[config.mk]
export PLATFORM = sky130hd
export DESIGN_NAME = gmii_tx_sched_flat
export DESIGN_NICKNAME = d
export VERILOG_FILES = /design/src/rtl/gmii_pkg.sv /design/src/rtl/gmii_tx_sched_if.sv /design/src/rtl/gmii_tx_arb2.sv /design/src/rtl/gmii_tx_sched.sv /design/src/flat_wrapper.sv
export SDC_FILE = /design/constraint.sdc
export NUM_CORES = 1
export LEC_CHECK = 0
export BUFFER_PORTS_ARGS = -buffer_cell sky130_fd_sc_hd__buf_2
export CAP_MARGIN = 15
export CORE_ASPECT_RATIO = 0.8
export CORE_MARGIN = 5
export CORE_UTILIZATION = 38
export DETAILED_ROUTE_END_ITERATION = 10
export HOLD_SLACK_MARGIN = 0.02
export PLACE_DENSITY = 0.54
export SETUP_SLACK_MARGIN = 0.02
export SLEW_MARGIN = 25
export SYNTH_ARGS = -nofsm -noshare
export SYNTH_HDL_FRONTEND = slang
export SYNTH_SLANG_ARGS = --single-unit
[constraint.sdc]
create_clock -name gmii_txclk -period 2.9 [get_ports gmii_txclk]
set_input_delay 0.145 -clock gmii_txclk [delete_from_list [all_inputs] [get_ports gmii_txclk]]
set_output_delay 0.145 -clock gmii_txclk [all_outputs]
set_load 0.02 [all_outputs]
[src/rtl/gmii_pkg.sv]
// Shared types and GMII byte constants for the two-source TX scheduler.
package gmii_pkg;

  typedef enum logic [2:0] {
    ST_IDLE  = 3'd0,
    ST_PRE   = 3'd1,
    ST_SFD   = 3'd2,
    ST_DATA  = 3'd3,
    ST_DRAIN = 3'd4,
    ST_IFG   = 3'd5
  } tx_state_e;

  localparam logic [7:0] GMII_PREAMBLE = 8'h55;
  localparam logic [7:0] GMII_SFD      = 8'hD5;
  localparam logic [7:0] GMII_IDLE     = 8'h00;

  // One cycle worth of GMII/status output, registered as a unit.
  typedef struct packed {
    logic       ctrl;
    logic       err;
    logic [7:0] data;
    logic       sof;
    logic       abort;
  } gmii_word_t;

  function automatic gmii_word_t gmii_word(input logic ctrl, input logic err,
                                           input logic [7:0] data);
    gmii_word_t w;
    w.ctrl  = ctrl;
    w.err   = err;
    w.data  = data;
    w.sof   = 1'b0;
    w.abort = 1'b0;
    return w;
  endfunction

endpackage

[src/rtl/gmii_tx_sched_if.sv]
// Byte-stream source handshake: a source is the master, the scheduler the slave.
interface gmii_tx_sched_if;
  logic       valid;
  logic [7:0] data;
  logic       last;
  logic       ready;

  modport master (output valid, output data, output last, input ready);
  modport slave  (input valid, input data, input last, output ready);
endinterface

[src/rtl/gmii_tx_arb2.sv]
// Two-way arbiter: fixed src0 priority or round-robin, pointer advances on grant.
module gmii_tx_arb2 #(
  parameter int PRIO_MODE = 1
) (
  input  logic clk,
  input  logic rst_n,
  input  logic req0,
  input  logic req1,
  input  logic en,
  output logic gnt,
  output logic gnt_idx
);

  // rr_ptr holds the preferred source for the next contested grant.
  logic rr_ptr;

  // Winner selection; only consulted when en is high.
  always_comb begin
    gnt_idx = 1'b0;
    if (PRIO_MODE != 0) begin
      gnt_idx = !req0 && req1;
    end else if (req0 && req1) begin
      gnt_idx = rr_ptr;
    end else begin
      gnt_idx = req1;
    end
  end

  assign gnt = en && (req0 || req1);

  // After serving a source, prefer the other one next time.
  always_ff @(posedge clk or negedge rst_n) begin
    if (!rst_n) begin
      rr_ptr <= 1'b0;
    end else if (gnt) begin
      rr_ptr <= ~gnt_idx;
    end
  end

endmodule

[src/rtl/gmii_tx_sched.sv]
// Two-source GMII TX scheduler: preamble, SFD, payload, IFG per frame.
//   state    | meaning
//   IDLE     | arbitrate; grant emits the first preamble byte
//   PRE      | remaining preamble bytes
//   SFD      | emit 0xD5 with tx_sof
//   DATA     | forward accepted bytes; underrun/overlength abort
//   DRAIN    | discard the rest of an aborted frame up to last
//   IFG      | enforce the inter-frame gap
module gmii_tx_sched
  import gmii_pkg::*;
#(
  parameter int PREAMBLE_LEN = 7,
  parameter int IFG_LEN      = 12,
  parameter int MAX_LEN      = 1522,
  parameter int PRIO_MODE    = 1
) (
  input  logic             gmii_txclk,
  input  logic             rst_n,
  gmii_tx_sched_if.slave   s0,
  gmii_tx_sched_if.slave   s1,
  output logic             gmii_txctrl,
  output logic             gmii_txerr,
  output logic [7:0]       gmii_txdata,
  output logic             tx_sof,
  output logic             tx_src,
  output logic             tx_abort
);

  // The grant cycle already emits preamble byte one, so PRE covers the rest.
  localparam logic [3:0]  PRE_LOAD = (PREAMBLE_LEN >= 2) ? 4'(PREAMBLE_LEN - 2) : 4'd0;
  localparam logic [7:0]  IFG_LAST = 8'(IFG_LEN - 1);
  localparam logic [15:0] MAX_CNT  = 16'(MAX_LEN);

  tx_state_e   state, state_nxt;
  logic [3:0]  pre_cnt, pre_nxt;
  logic [7:0]  ifg_cnt, ifg_nxt;
  logic [15:0] byte_cnt, byte_nxt;
  logic        src, src_nxt;
  gmii_word_t  out_nxt;

  logic        arb_en, arb_gnt, arb_idx;
  logic        sel_valid, sel_last;
  logic [7:0]  sel_data;
  logic        in_frame;

  assign arb_en = (state == ST_IDLE);

  gmii_tx_arb2 #(.PRIO_MODE(PRIO_MODE)) u_arb (
    .clk     (gmii_txclk),
    .rst_n   (rst_n),
    .req0    (s0.valid),
    .req1    (s1.valid),
    .en      (arb_en),
    .gnt     (arb_gnt),
    .gnt_idx (arb_idx)
  );

  assign sel_valid = src ? s1.valid : s0.valid;
  assign sel_last  = src ? s1.last  : s0.last;
  assign sel_data  = src ? s1.data  : s0.data;

  // Ready depends only on state and the latched grant, never on valid.
  assign in_frame = (state == ST_DATA) || (state == ST_DRAIN);
  assign s0.ready = in_frame && !src;
  assign s1.ready = in_frame && src;
  assign tx_src   = src;

  // Next-state, counters and next output word.
  always_comb begin
    state_nxt = state;
    pre_nxt   = pre_cnt;
    ifg_nxt   = ifg_cnt;
    byte_nxt  = byte_cnt;
    src_nxt   = src;
    out_nxt   = gmii_word(1'b0, 1'b0, GMII_IDLE);
    case (state)
      ST_IDLE: begin
        if (arb_gnt) begin
          src_nxt  = arb_idx;
          byte_nxt = 16'd0;
          out_nxt  = gmii_word(1'b1, 1'b0, GMII_PREAMBLE);
          if (PREAMBLE_LEN > 1) begin
            state_nxt = ST_PRE;
            pre_nxt   = PRE_LOAD;
          end else begin
            state_nxt = ST_SFD;
          end
        end
      end
      ST_PRE: begin
        out_nxt = gmii_word(1'b1, 1'b0, GMII_PREAMBLE);
        if (pre_cnt == 4'd0) begin
          state_nxt = ST_SFD;
        end else begin
          pre_nxt = pre_cnt - 4'd1;
        end
      end
      ST_SFD: begin
        out_nxt     = gmii_word(1'b1, 1'b0, GMII_SFD);
        out_nxt.sof = 1'b1;
        state_nxt   = ST_DATA;
      end
      ST_DATA: begin
        if (byte_cnt == MAX_CNT || !sel_valid) begin
          // Overlength or underrun: one error byte, then drop the remainder.
          out_nxt       = gmii_word(1'b1, 1'b1, GMII_IDLE);
          out_nxt.abort = 1'b1;
          if (sel_valid && sel_last) begin
            state_nxt = ST_IFG;
            ifg_nxt   = 8'd0;
          end else begin
            state_nxt = ST_DRAIN;
          end
        end else begin
          out_nxt = gmii_word(1'b1, 1'b0, sel_data);
          if (byte_cnt != 16'hFFFF) begin
            byte_nxt = byte_cnt + 16'd1;
          end
          if (sel_last) begin
            state_nxt = ST_IFG;
            ifg_nxt   = 8'd0;
          end
        end
      end
      ST_DRAIN: begin
        if (sel_valid && sel_last) begin
          state_nxt = ST_IFG;
          ifg_nxt   = 8'd0;
        end
      end
      ST_IFG: begin
        if (ifg_cnt == IFG_LAST) begin
          state_nxt = ST_IDLE;
        end else begin
          ifg_nxt = ifg_cnt + 8'd1;
        end
      end
      default: state_nxt = ST_IDLE;
    endcase
  end

  // FSM state, counters and the latched grant.
  always_ff @(posedge gmii_txclk or negedge rst_n) begin
    if (!rst_n) begin
      state    <= ST_IFG;
      pre_cnt  <= 4'd0;
      ifg_cnt  <= 8'd0;
      byte_cnt <= 16'd0;
      src      <= 1'b0;
    end else begin
      state    <= state_nxt;
      pre_cnt  <= pre_nxt;
      ifg_cnt  <= ifg_nxt;
      byte_cnt <= byte_nxt;
      src      <= src_nxt;
    end
  end

  // Registered GMII and status outputs.
  always_ff @(posedge gmii_txclk or negedge rst_n) begin
    if (!rst_n) begin
      gmii_txctrl <= 1'b0;
      gmii_txerr  <= 1'b0;
      gmii_txdata <= GMII_IDLE;
      tx_sof      <= 1'b0;
      tx_abort    <= 1'b0;
    end else begin
      gmii_txctrl <= out_nxt.ctrl;
      gmii_txerr  <= out_nxt.err;
      gmii_txdata <= out_nxt.data;
      tx_sof      <= out_nxt.sof;
      tx_abort    <= out_nxt.abort;
    end
  end

endmodule

[src/flat_wrapper.sv]
// flat-port wrapper written by rule: the top's interface ports become plain ports
module gmii_tx_sched_flat import gmii_pkg::*;
#(
  parameter int PREAMBLE_LEN = 7,
  parameter int IFG_LEN      = 12,
  parameter int MAX_LEN      = 1522,
  parameter int PRIO_MODE    = 1
)
  (gmii_txclk, rst_n, gmii_txctrl, gmii_txerr, gmii_txdata, tx_sof, tx_src, tx_abort, s0_valid, s0_data, s0_last, s0_ready, s1_valid, s1_data, s1_last, s1_ready);
  gmii_tx_sched_if s0_i ();
  gmii_tx_sched_if s1_i ();
  input  logic gmii_txclk;
  input  logic rst_n;
  output logic gmii_txctrl;
  output logic gmii_txerr;
  output logic [7:0] gmii_txdata;
  output logic tx_sof;
  output logic tx_src;
  output logic tx_abort;
  input wire logic [$bits(s0_i.valid)-1:0] s0_valid;
  input wire logic [$bits(s0_i.data)-1:0] s0_data;
  input wire logic [$bits(s0_i.last)-1:0] s0_last;
  output wire logic [$bits(s0_i.ready)-1:0] s0_ready;
  input wire logic [$bits(s1_i.valid)-1:0] s1_valid;
  input wire logic [$bits(s1_i.data)-1:0] s1_data;
  input wire logic [$bits(s1_i.last)-1:0] s1_last;
  output wire logic [$bits(s1_i.ready)-1:0] s1_ready;
  assign s0_i.valid = s0_valid;
  assign s0_i.data = s0_data;
  assign s0_i.last = s0_last;
  assign s0_ready = s0_i.ready;
  assign s1_i.valid = s1_valid;
  assign s1_i.data = s1_data;
  assign s1_i.last = s1_last;
  assign s1_ready = s1_i.ready;
  gmii_tx_sched #(.PREAMBLE_LEN(PREAMBLE_LEN), .IFG_LEN(IFG_LEN), .MAX_LEN(MAX_LEN), .PRIO_MODE(PRIO_MODE)) u_core (.gmii_txclk(gmii_txclk), .rst_n(rst_n), .s0(s0_i), .s1(s1_i), .gmii_txctrl(gmii_txctrl), .gmii_txerr(gmii_txerr), .gmii_txdata(gmii_txdata), .tx_sof(tx_sof), .tx_src(tx_src), .tx_abort(tx_abort));
endmodule
### Word-level counts from Yosys, hierarchy flattened

Index checks and enable logic that the tools add are counted.

| cells by class | value |
|---|---|
| multiplexer cells | 26 |
| reductions and logical operators | 21 |
| add/sub/neg operators | 3 |
| eq/ne operators | 17 |

Operators by type and width:

| operator | number |
|---|---|
| 2-to-1 mux 16 bit | 3 |
| case mux 12 bit (4 select lines) | 1 |
| 2-to-1 mux 8 bit | 5 |
| case mux 16 bit (2 select lines) | 1 |
| case mux 8 bit (3 select lines) | 1 |
| 2-to-1 mux 3 bit | 6 |
| case mux 3 bit (6 select lines) | 1 |
| adder 16 x 1 -> 16 bit (second input constant) | 1 |
| == test 16 x 11 -> 1 bit (second input constant) | 1 |
| inequality test 16 bit (second input constant) | 1 |
| 2-to-1 mux 12 bit | 1 |
| 2-to-1 mux 11 bit | 1 |
| inequality test 2 bit (second input constant) | 5 |
| adder 8 x 1 -> 8 bit (second input constant) | 1 |
| == test 8 x 4 -> 1 bit (second input constant) | 1 |
| 2-to-1 mux 4 bit | 2 |
| case mux 4 bit (2 select lines) | 1 |
| == test 3 x 2 -> 1 bit (second input constant) | 2 |
| == test 3 bit (second input constant) | 2 |
| inequality test 2 x 1 -> 1 bit (second input constant) | 3 |
| AND reduction 3 bit | 2 |
| logical AND 1 bit | 5 |
| AND reduction 5 bit | 1 |
| logical NOT 4 bit | 1 |
| other kinds (11) | 18 |

| storage, ports and cells | value |
|---|---|
| register bits after elaboration | 44 |
| output and inout bits | 15 |
| word-level logic and storage cells | 77 |
| input port bits | 22 |

### Longest topological paths before layout

Gate-level depths: netlist of run 1.

| depth | value |
|---|---|
| depth in word-level cells | 5 |
| gate-level depth with buffers | 10 |
| mapped depth without buffers | 7 |

### By module

From an unflattened synthesis of run 1, not the netlist that was laid out.

| unflattened totals | value |
|---|---|
| cells, all modules | 256 |
| area, all modules | 2,439.8 um^2 |

By module, submodules not included:

| module | cells each | area each (um^2) | instances |
|---|---|---|---|
| gmii_tx_sched | 254 | 2,426.1 | 1 |
| gmii_tx_arb2 | 2 | 13.8 | 1 |

### Worst setup path after synthesis of run 1

No wires, ideal clock.

| timing path | value |
|---|---|
| path type | register to register |
| start point | register u_core.byte_cnt[12] |
| end point | register u_core.ifg_cnt[2] |
| slack | 616 ps |
| arrival time | 2,158 ps |
| path buffers | 0 |
| library setup time | 126 ps |
| data required time | 2,774 ps |
| stages on the path, launching flop included | 6 |
| cells stage by stage | dfrtp_1 > or4b_4 > nor4b_4 > o32ai_1 > a211o_1 > a221o_1 |

| on the way | value |
|---|---|
| longest elaborated chain between the ends | 4 |
| elaborated cells on any way between the ends | 6 |
| classes of those cells | eq/ne: 2; mux: 2; reduce/logical: 2 |

RTL lines:

| item | line | RTL |
|---|---|---|
| start: declaration | gmii_tx_sched.sv:37 | `logic [15:0] byte_cnt, byte_nxt;` |
| start signal: assignment | gmii_tx_sched.sv:154 | `byte_cnt <= byte_nxt;` |
| == test 16 x 11 -> 1 bit * | gmii_tx_sched.sv:104 | `if (byte_cnt == MAX_CNT \|\| !sel_valid) begin` |
| logical OR 1 bit * | gmii_tx_sched.sv:104 |  |
| inequality test 3 x 2 -> 1 bit (no source line) or 2-to-1 mux 8 bit (tied branches) | -- |  |
| AND reduction 3 bit (no source line) or case mux 8 bit (3 select lines) (tied branches) | -- |  |
| end signal: assignment | gmii_tx_sched.sv:153 | `ifg_cnt <= ifg_nxt;` |
| end: declaration | gmii_tx_sched.sv:36 | `logic [7:0] ifg_cnt, ifg_nxt;` |

Every way passes the cells marked *; elsewhere a longest branch is shown, timed or not.
A chain may end at the register's enable or synchronous reset.

### Final worst setup path of run 1

Ends and elaborated chain as after synthesis.

==> metrics.yaml, run 1 <==
worstSetupPathType: "reg2reg"
synth-main-ff-cell: "dfrtp_1"
hp-class: "in2reg"
min_period_over_period: 0.852
rsz0062_at_grt: "no"
yosys.area.top_type_share: 0.430
cts_made_buffers: 5
dp.cells: 359
r2r-start: "u_core.byte_cnt[12]$_DFFE_PN0P_"
required_ps: 3090
dieHeight_um: 80.9
max_slew_margin: 0.475
powerDensity_nw_per_um2: 795
drive_above_1_share: 0.199
clockRootBuffer: "clkbuf_8"
tightest_slew_ps: 783
fin_cells: 368
grt_antenna_before_repair: 0
yosysWarningCount: 0
setup.worst_path.end_class: "flop"
finClkSkew_ps: 8.53
p_leak_nw: 1.21
n_antenna_cell: 0
ys_seq_area_frac: 0.452
dp.final_hpwl_um: 4000
syn_inst: 250
total_power_w: 0.00216
peakVddDrop_v: 0.000353
ys_ff_latch: 43
grt_max_degree: 44
drt_iter0_drc: 114
place_congestion: 0.802
fin_crit_ps: 2470
cp_data_arrival_time_ps: 2660
vias: 2015
synthTopCellsByArea: "dfrtp_1 (43%), mux2i_1 (4.2%), nand2_1 (3.6%), a21oi_1 (3.1%), o21ai_0 (2.9%)"
grt_pass1_wl_um: 9340
use_met2: 0.210
fmax_mhz: 405
synth.most_common_cell: "dfrtp_1"
hold_viol: 0
synth_edf_count: 0
cts_sinks: 43
fin_nets: 312
path_clk_slew_ps: 90
cts_setup_buffers: 0
port-buffer-count: 36
cts_tree: "yes"
htreeDepth: 2
core_um2: 6010
grt_use_met1: 0.211
synth_area_um2: 2380
drtPass1Iterations: 4
drc: 0
tns_ps: 0
critPathMaxFanout: 7
drv_cap: 0
start_util: 0.397
area_growth_pct: 14.1
ios: 37
dieArea_um2: 7970
setup_ws_ps: 429
met3_usage: 0.0412
cts_resized: 0
synth_commonest_cells: "dfrtp_1 (41), nand2_1 (23), nor2_1 (17)"
worstSetupStartpointType: "flop"
synth_nets: 276
slew_viol_final: 0
ant_nets: 0
preCtsSetupSlack_ps: 428
synth_largest_area_cell: "dfrtp_1"
min-delay-start: "s0_data[5]"
fp.dieW_um: 98.6
crit_start: "u_core.byte_cnt[12]$_DFFE_PN0P_"
grt_remaining_overflow: 0
grt_pass1_vias: 1846
drt_wl_total_um: 5540
grt_usage: 0.147
grt_busiest_layer: "met1"
synth-async-reset-ratio: 1.00
synth_cell_types: 54
hold_buffers: 0
finalSetupViolations: 0
avgSynthCellArea_um2: 9.54
row_count: 25
viasPerCell: 5.48
status: "complete, no violations"
clk_path_buf_depth: 2
insertion_delay_ps: 300
post_drt_wl_per_cell_um: 15.0
==> final timing paths <==
| path | end | slack (ps) | depth (start not counted) |
|---|---|---|---|
| worst min register to register | u_core.pre_cnt[0]$_DFFE_PN0P_ | 500 | 1 |
| worst max-delay path | u_core.ifg_cnt[2]$_DFFE_PN0P_ | 430 | 5 |
| worst max register to register | u_core.ifg_cnt[2]$_DFFE_PN0P_ | 430 | 5 |
| min in group asynchronous | u_core.byte_cnt[3]$_DFFE_PN0P_ | 370 | 2 |
| max in group asynchronous | u_core.state[2]$_DFFE_PN1P_ | 2130 | 2 |
| worst min-delay path | u_core.gmii_txdata[5]$_DFF_PN0_ | 80 | 3 |
==> area by class of cell <==
cell class | instances | area [um2]
well taps | 81 | 101
multi-input cells | 187 | 1210
clock buffers | 5 | 68.8
fillers | 598 | 3280
clock inverters | 3 | 15.0
inverters | 9 | 33.8
repair buffers | 40 | 215
flip-flops and latches | 43 | 1080
==> flip-flops by register name (all words and copies together), names as in the netlist <==
| name | count |
|---|---|
| u_core.byte_cnt | 16 |
| u_core.state | 3 |
| u_core.gmii_txctrl | 1 |
| u_core.gmii_txdata | 8 |
| u_core.ifg_cnt | 8 |
| u_core.tx_src | 1 |
| u_core.pre_cnt | 4 |
| u_core.gmii_txerr | 1 |
| u_core.tx_sof | 1 |
==> power breakdown <==
part | internal (W) | leakage [nW] | total [W] | switching, W
Combinational | 0.000355 | 0.605 | 0.000901 | 0.000546
Sequential | 0.000754 | 0.562 | 0.000889 | 0.000136
Clock | 0.000165 | 0.0477 | 0.000373 | 0.000208
Total | 0.00127 | 1.21 | 0.00216 | 0.000890
==> critical path: stages, from the launching register on <==
cell and delay, ps:
dfrtp_1 440, or4b_4 580, nor4b_4 440, o32ai_1 200
a211o_1 340, a221o_1 370
==> metrics by stage <==
step | area [um2] | hold WS, ps | utilization
6_report | 2720 | 78.9 | 0.453
5_1_grt | 2720 | 89.8 | 0.453
4_1_cts | 2710 | 40.4 | 0.451
3_5_place_dp | 2630 | 373 | 0.437
3_3_place_gp | 2630 | 353 | 0.437
2_1_floorplan | 2380 | -151 | -
==> routing by layer <==
metal,up-vias,wire (um)
met5,-,0
met4,0,76
li1,994,-
met3,8,430
met2,60,2260
met1,953,2770
==> logic make-up after synthesis <==
kind of cell | synth area share
DFF | 0.452
xor gates and xnor gates | 0.0184
buffers and inverters | 0.0409
AOI/OAI and AO/OA | 0.163
adders and majority gates | 0.0210
and+or+nand+nor | 0.243
muxes | 0.0609
==> cells in the final DEF (no fill, tap or decap), types with 3 or more instances in the layout <==
cell,n
clkinv_2,3
inv_1,9
or4_1,6
buf_2,35
nor3_1,8
o31ai_1,5
nand3_1,12
o21ai_0,14
nor2_1,17
and3_1,6
xor2_1,3
buf_4,4
nor2b_1,3
dfrtp_1,41
nand2_1,23
mux2_2,4
or3_1,4
o211ai_1,5
a21oi_1,15
nand4_1,4
clkbuf_8,5
mux2i_1,10
ha_1,4
nor4_1,5
Power figures use the tool's default switching activity.
==> inputs of run 2 (changes only) <==
- clock period: 2.9 -> 3.1 ns (I/O delays scaled with it)
==> run 2 against run 1 <==
- sequential share of layout area shrank 0.75 points
- highest routed layer unchanged
- critical path depth is the same
- non-clock buffer count is the same
- sequential power shrank 6.5%
- utilization grew 0.87 points
- global-route usage shrank 0.77 points
==> metrics.yaml, run 2 (synthesis results as in run 1) <==
status: "complete, no violations"
grt_pass1_vias: 1856  # +0.54%
hp-class: "in2reg"
row_count: 25  # unchanged
p_switching_w: 0.000825  # -7.3%
fin_nets: 312  # unchanged
core_um2: 6010  # unchanged
worstSetupStartpointType: "flop"
drt_iter0_drc: 86  # -25%
start_util: 0.397  # unchanged
clk_path_buf_depth: 2  # unchanged
tns_ps: 0  # unchanged
clockPowerShare: 0.236  # +0.064
grt_antenna_before_repair: 0  # unchanged
seq_power_share: 0.381  # -0.030
drive_above_1_share: 0.199  # unchanged
vias: 1994  # -1.0%
grt_pass1_wl_um: 8980  # -3.9%
grt_usage: 0.139  # -0.00773
post_drt_wl_per_cell_um: 14.4  # -4.0%
worstSetupPathType: "reg2reg"
slew_viol_final: 0  # unchanged
drt_wl_total_um: 5320  # -4.0%
fp.dieW_um: 98.6  # unchanged
grt_max_degree: 44  # unchanged
cts_tree: "yes"
setup.worst_path.end_class: "flop"
largest_reg_flops: 16  # unchanged
required_ps: 3280  # +190 ps
port-buffer-count: 36  # unchanged
min_period_over_period: 0.798  # -0.0543
ant_nets: 0  # unchanged
ios: 37  # unchanged
dp.final_hpwl_um: 3930  # -1.9%
powerDensity_nw_per_um2: 786  # -1.1%
hold_viol: 0  # unchanged
tightest_slew_ps: 858  # +75.2 ps
max_slew_margin: 0.424  # -0.0505
register_area_um2: 1080  # unchanged
swShare: 0.378  # -0.0331
fmax_mhz: 404  # about the same
layout_common_cells: "dfrtp_1 (41), buf_2 (35), nand2_1 (23), nor2_1 (17), a21oi_1 (15)"
fill_cells: 585  # -2.2%
p_int_w: 0.00136  # +6.5%
path_clk_slew_ps: 80  # about the same
place_congestion: 0.801  # -0.15%
rsz0062_at_grt: "no"
fin_crit_ps: 2470  # +2.05 ps
insertion_delay_ps: 290  # about the same
finalSetupViolations: 0  # unchanged
n_antenna_cell: 0  # unchanged
cts_sinks: 43  # unchanged
dp.cells: 359  # unchanged
dieHeight_um: 80.9  # unchanged
critPathMaxFanout: 7  # unchanged
peakVddDrop_v: 0.000356  # +0.89%
drv_cap: 0  # unchanged
p_leak_nw: 1.23  # +1.4%
cp_data_arrival_time_ps: 2650  # about the same
finClkSkew_ps: 5.23  # -3.30 ps
reg_top3: "u_core.byte_cnt x16, u_core.gmii_txdata x8, u_core.ifg_cnt x8"
drtPass1Iterations: 4  # unchanged
clockRootBuffer: "clkbuf_8"
cts_made_buffers: 5  # unchanged
area_growth_pct: 16.3
multi_input_area_um2: 1210  # unchanged
viasPerCell: 5.42  # -1.0%
dieArea_um2: 7970  # unchanged
htreeDepth: 2  # unchanged
combinationalPowerShare: 0.384  # -0.033
drc: 0  # unchanged
grt_remaining_overflow: 0  # unchanged
final_common_cell: "dfrtp_1"
fin_cells: 368  # unchanged
largest-register: "u_core.byte_cnt"
## run 2: path summary, 6_finish.rpt
path | from | endpoint | slack, ps | cells past startpoint
worst max-delay path | u_core.byte_cnt[12]$_DFFE_PN0P_ | u_core.ifg_cnt[2]$_DFFE_PN0P_ | 630 | 5
worst min-delay path | s0_data[1] | u_core.gmii_txdata[1]$_DFF_PN0_ | 110 | 3
worst max register to register | u_core.byte_cnt[12]$_DFFE_PN0P_ | u_core.ifg_cnt[2]$_DFFE_PN0P_ | 630 | 5
worst min register to register | u_core.pre_cnt[0]$_DFFE_PN0P_ | u_core.pre_cnt[0]$_DFFE_PN0P_ | 530 | 1
max in group asynchronous | rst_n | u_core.state[2]$_DFFE_PN1P_ | 2330 | 2
min in group asynchronous | rst_n | u_core.byte_cnt[3]$_DFFE_PN0P_ | 380 | 2
## run 2: layout make-up
cell class	instances	area share
Inverter	9	0.0122
Tap cell	81	0.0365
Sequential cell	43	0.389
Clock inverter	3	0.0244
Timing Repair Buffer	40	0.0776
Multi-Input combinational cell	187	0.436
Clock buffer	5	0.0248
## run 2: critical path, cell delays in order, from the launching register on
cell and delay, ps:
dfrtp_1 440, or4b_4 580, nor4b_4 450, o32ai_1 200
a211o_1 340, a221o_1 370
## run 2: power groups by stage
stage	logic, W	registers (W)	clock network (W)
after floorplan	0.000587	0.000853	0
after global placement	0.000845	0.000839	0
after detailed placement	0.000845	0.000840	0
after CTS	0.000848	0.000829	0.000530
after global routing	0.000949	0.000858	0.000560
final	0.000837	0.000831	0.000514
## run 2: timing repair
| item | 4_1_cts | 5_1_grt |
|---|---|---|
| buffers inserted | 0 | 0 |
| hold endpoints to repair | 0 | 41 |
| hold buffers | 0 | 1 |
| gates resized for setup | 0 | 0 |
## run 2: through the flow
stage / total power [W] / cell area, um2 / util / hold slack [ps] / setup WS [ps]
5_1_grt: 0.00237 / 2770 / 0.462 / 110 / 505
4_1_cts: 0.00221 / 2760 / 0.460 / 45.9 / 635
3_5_place_dp: 0.00168 / 2630 / 0.437 / 374 / 634
3_3_place_gp: 0.00168 / 2630 / 0.437 / 363 / 694
2_1_floorplan: 0.00144 / 2380 / - / -141 / 816
6_report: 0.00218 / 2770 / 0.462 / 105 / 627
## run 2: layer usage
metal	share of wire	GRT usage
met3	0.076	0.0429
met4	0.0055	0.0327
met5	0	0
met2	0.40	0.206
met1	0.52	0.199
==> inputs of run 3 (changes only) <==
- ABC_AREA: unset -> 1
- clock period: 3.1 -> 2.59 ns (I/O delays scaled with it)
==> run 3 against run 2 <==
- first-iteration DRC count grew to 2.5 times the previous value
- die area grew 14%
- area after synthesis grew 15%
- non-clock buffer count shrank 2
- highest routed layer is now met3
==> metrics.yaml, run 3 <==
status: "complete, no violations"
grt_max_degree: 44  # unchanged
dp.cells: 525  # +46%
ys_seq_area_frac: 0.392  # -0.0606
cts_resized: 0  # unchanged
critPathCapture: "s0_ready"
area_growth_pct: 12.0
dieHeight_um: 86.1  # +6.5%
grt_pass1_wl_um: 12100  # +35%
synthTopCellsByArea: "dfrtp_1 (37%), nand2_1 (22%), nand3_1 (6.9%), nor2_1 (5.7%), inv_1 (4.4%)"
cts_tree: "yes"
placed_area_um2: 2990  # +14%
tns_ps: 0  # unchanged
avgSynthCellArea_um2: 6.72  # -30%
synth-main-ff-cell: "dfrtp_1"
clockRootBuffer: "clkbuf_8"
path_clk_slew_ps: 70  # about the same
slew_viol_final: 0  # unchanged
hold_viol: 0  # unchanged
largest-register: "u_core.byte_cnt"
synth_cell_types: 32  # -41%
vias: 2651  # +33%
insertion_delay_ps: 290  # about the same
required_ps: 2460  # -820 ps
drv_cap: 0  # unchanged
critPathMaxFanout: 11  # +4
drc: 0  # unchanged
finalSetupViolations: 0  # unchanged
max_slew_margin: 0.624  # +0.199
hold_buffers: 0  # unchanged
fill_cells: 720  # +23%
syn_inst: 410  # +64%
worstSetupPathType: "reg2out"
seq_power_share: 0.441  # +0.060
start_util: 0.396  # -0.00136
ios: 37  # unchanged
crit_start: "u_core.state[2]$_DFFE_PN1P_"
yosysWarningCount: 0  # unchanged
synth_largest_area_cell: "dfrtp_1"
port-buffer-count: 36  # unchanged
total_power_w: 0.00204  # -6.3%
htreeDepth: 2  # unchanged
grt_pass1_vias: 2469  # +33%
synth-async-reset-ratio: 1.00  # unchanged
layout_common_cells: "nand2_1 (162), nor2_1 (42), dfrtp_1 (41), nand3_1 (38), buf_2 (35)"
clk_path_buf_depth: 2  # unchanged
r2r_slack_ps: 420  # -210 ps
hp-class: "in2reg"
r2r-start: "u_core.state[2]$_DFFE_PN1P_"
synth_nets: 436  # +58%
synth_area_um2: 2750  # +15%
finClkSkew_ps: 9.78  # +4.55 ps
n_antenna_cell: 0  # unchanged
reg_top3: "u_core.byte_cnt x16, u_core.gmii_txdata x8, u_core.ifg_cnt x8"
clockPowerShare: 0.202  # -0.034
place_congestion: 0.826  # +3.1%
fin_area_um2: 3080  # +11%
r2r-end: "u_core.ifg_cnt[3]$_DFFE_PN0P_"
rsz0062_at_grt: "no"
min_period_over_period: 0.850
combinationalPowerShare: 0.357  # -0.027
powerDensity_nw_per_um2: 663  # -16%
cts_made_buffers: 5  # unchanged
p_switching_w: 0.000847  # +2.6%
reg2reg_depth: 8  # +3
fin_cells: 534  # +45%
viasPerCell: 4.96  # -8.4%
drtPass1Iterations: 5  # +1
p_int_w: 0.00120  # -12%
cts_sinks: 43  # unchanged
final_common_cell: "nand2_1"
post_drt_wl_per_cell_um: 13.0  # -10%
dieArea_um2: 9060  # +14%
fin_nets: 472  # +51%
postLayoutCoreUtil: 0.443  # -0.0187
ys_ff_latch: 43  # unchanged
peakVddDrop_v: 0.000318  # -11%
grt_antenna_before_repair: 0  # unchanged
core_um2: 6960  # +16%
tightest_slew_ps: 564  # -293 ps
drt_iter0_drc: 217  # +150%
yosys.area.top_type_share: 0.373  # -0.0577
setup.worst_path.end_class: "primary output"
fmax_mhz: 454
ant_nets: 0  # unchanged
synth_edf_count: 0  # unchanged
drive_above_1_share: 0.148  # -0.0510
synth.most_common_cell: "nand2_1"
dp.final_hpwl_um: 5210  # +33%
row_count: 27  # +8.0%
worstSetupStartpointType: "flop"
synth_commonest_cells: "nand2_1 (162), nor2_1 (42), dfrtp_1 (41)"
grt_remaining_overflow: 0  # unchanged
cp_data_arrival_time_ps: 2070  # -580 ps
grt_usage: 0.164  # +0.0250
swShare: 0.414  # +0.0361
cts_setup_buffers: 0  # unchanged
fp.dieW_um: 105  # +6.7%
drt_wl_total_um: 6950  # +31%
fin_crit_ps: 2200
p_leak_nw: 1.62  # +32%
largest_reg_flops: 16  # unchanged
## run 3: changes by cell type in the layout (fill, tap and decap cells not counted), sizes merged, moves of 6 or more
cell,before,now
nand2,23,166
a21oi,15,9
or4,6,0
o211ai,6,0
nor2,17,46
mux2i,10,1
o21ai,15,22
and3,6,0
inv,9,39
nand3,12,39
## run 3: worst min-delay path by stage
stage / depth (start not counted) / slack (ps) / end / startpoint
after floorplan: 0 / -170 / u_core.byte_cnt[0]$_DFFE_PN0P_ / rst_n
after global placement: 1 / 350 / u_core.byte_cnt[0]$_DFFE_PN0P_ / rst_n
after detailed placement: 1 / 360 / u_core.byte_cnt[0]$_DFFE_PN0P_ / rst_n
after CTS: 1 / 40 / u_core.byte_cnt[0]$_DFFE_PN0P_ / rst_n
after global routing: 3 / 80 / u_core.gmii_txdata[1]$_DFF_PN0_ / s0_data[1]
final: 3 / 80 / u_core.gmii_txdata[3]$_DFF_PN0_ / s0_data[3]
## run 3: cell families after synthesis
group	share of synthesized area
buffers and inverters	0.0772
flip-flops	0.392
XOR/XNOR	0.0223
adder cells (fa/ha/maj)	0.0182
multiplexers	0.00363
AO/OA/AOI/OAI	0.0663
AND/OR/NAND/NOR	0.421
## run 3: power groups by stage
stage / logic (W) / clock network [W] / registers, W
2_1_floorplan: 0.000571 / 0 / 0.000861
3_3_place_gp: 0.000718 / 0 / 0.000912
3_5_place_dp: 0.000728 / 0 / 0.000909
6_report: 0.000729 / 0.000412 / 0.000902
5_1_grt: 0.000853 / 0.000459 / 0.000919
4_1_cts: 0.000730 / 0.000428 / 0.000898
## run 3: stage by stage
stage          hold slack [ps]  worst slack (ps)
2_1_floorplan             -166               997
3_3_place_gp               345               478
3_5_place_dp               359               422
4_1_cts                   39.6               367
5_1_grt                   76.4               198
6_report                  79.6               387
## run 3: final cells by class
type	instances	area, um2	area share
Clock buffer	8	80.1	0.0260
Sequential cell	43	1080	0.350
Timing Repair Buffer	38	200	0.0649
Multi-Input combinational cell	317	1460	0.474
Inverter	41	154	0.0499
Tap cell	87	109	0.0353
## run 3: worst max-delay path: stages (launching register included)
cell and delay, ps:
dfstp_2 570, nand2_1 270, nor2_1 500, nor2_1 140, nor2_1 130, buf_2 180
## run 3: routing by layer
| layer | vias to the layer above | global-route usage | wire length (um) |
|---|---|---|---|
| li1 | 1367 | - | - |
| met1 | 1187 | 0.257 | 3680 |
| met2 | 97 | 0.225 | 2630 |
| met3 | 0 | 0.0376 | 629 |
| met4 | 0 | 0.0360 | 0 |
| met5 | - | 0 | 0 |
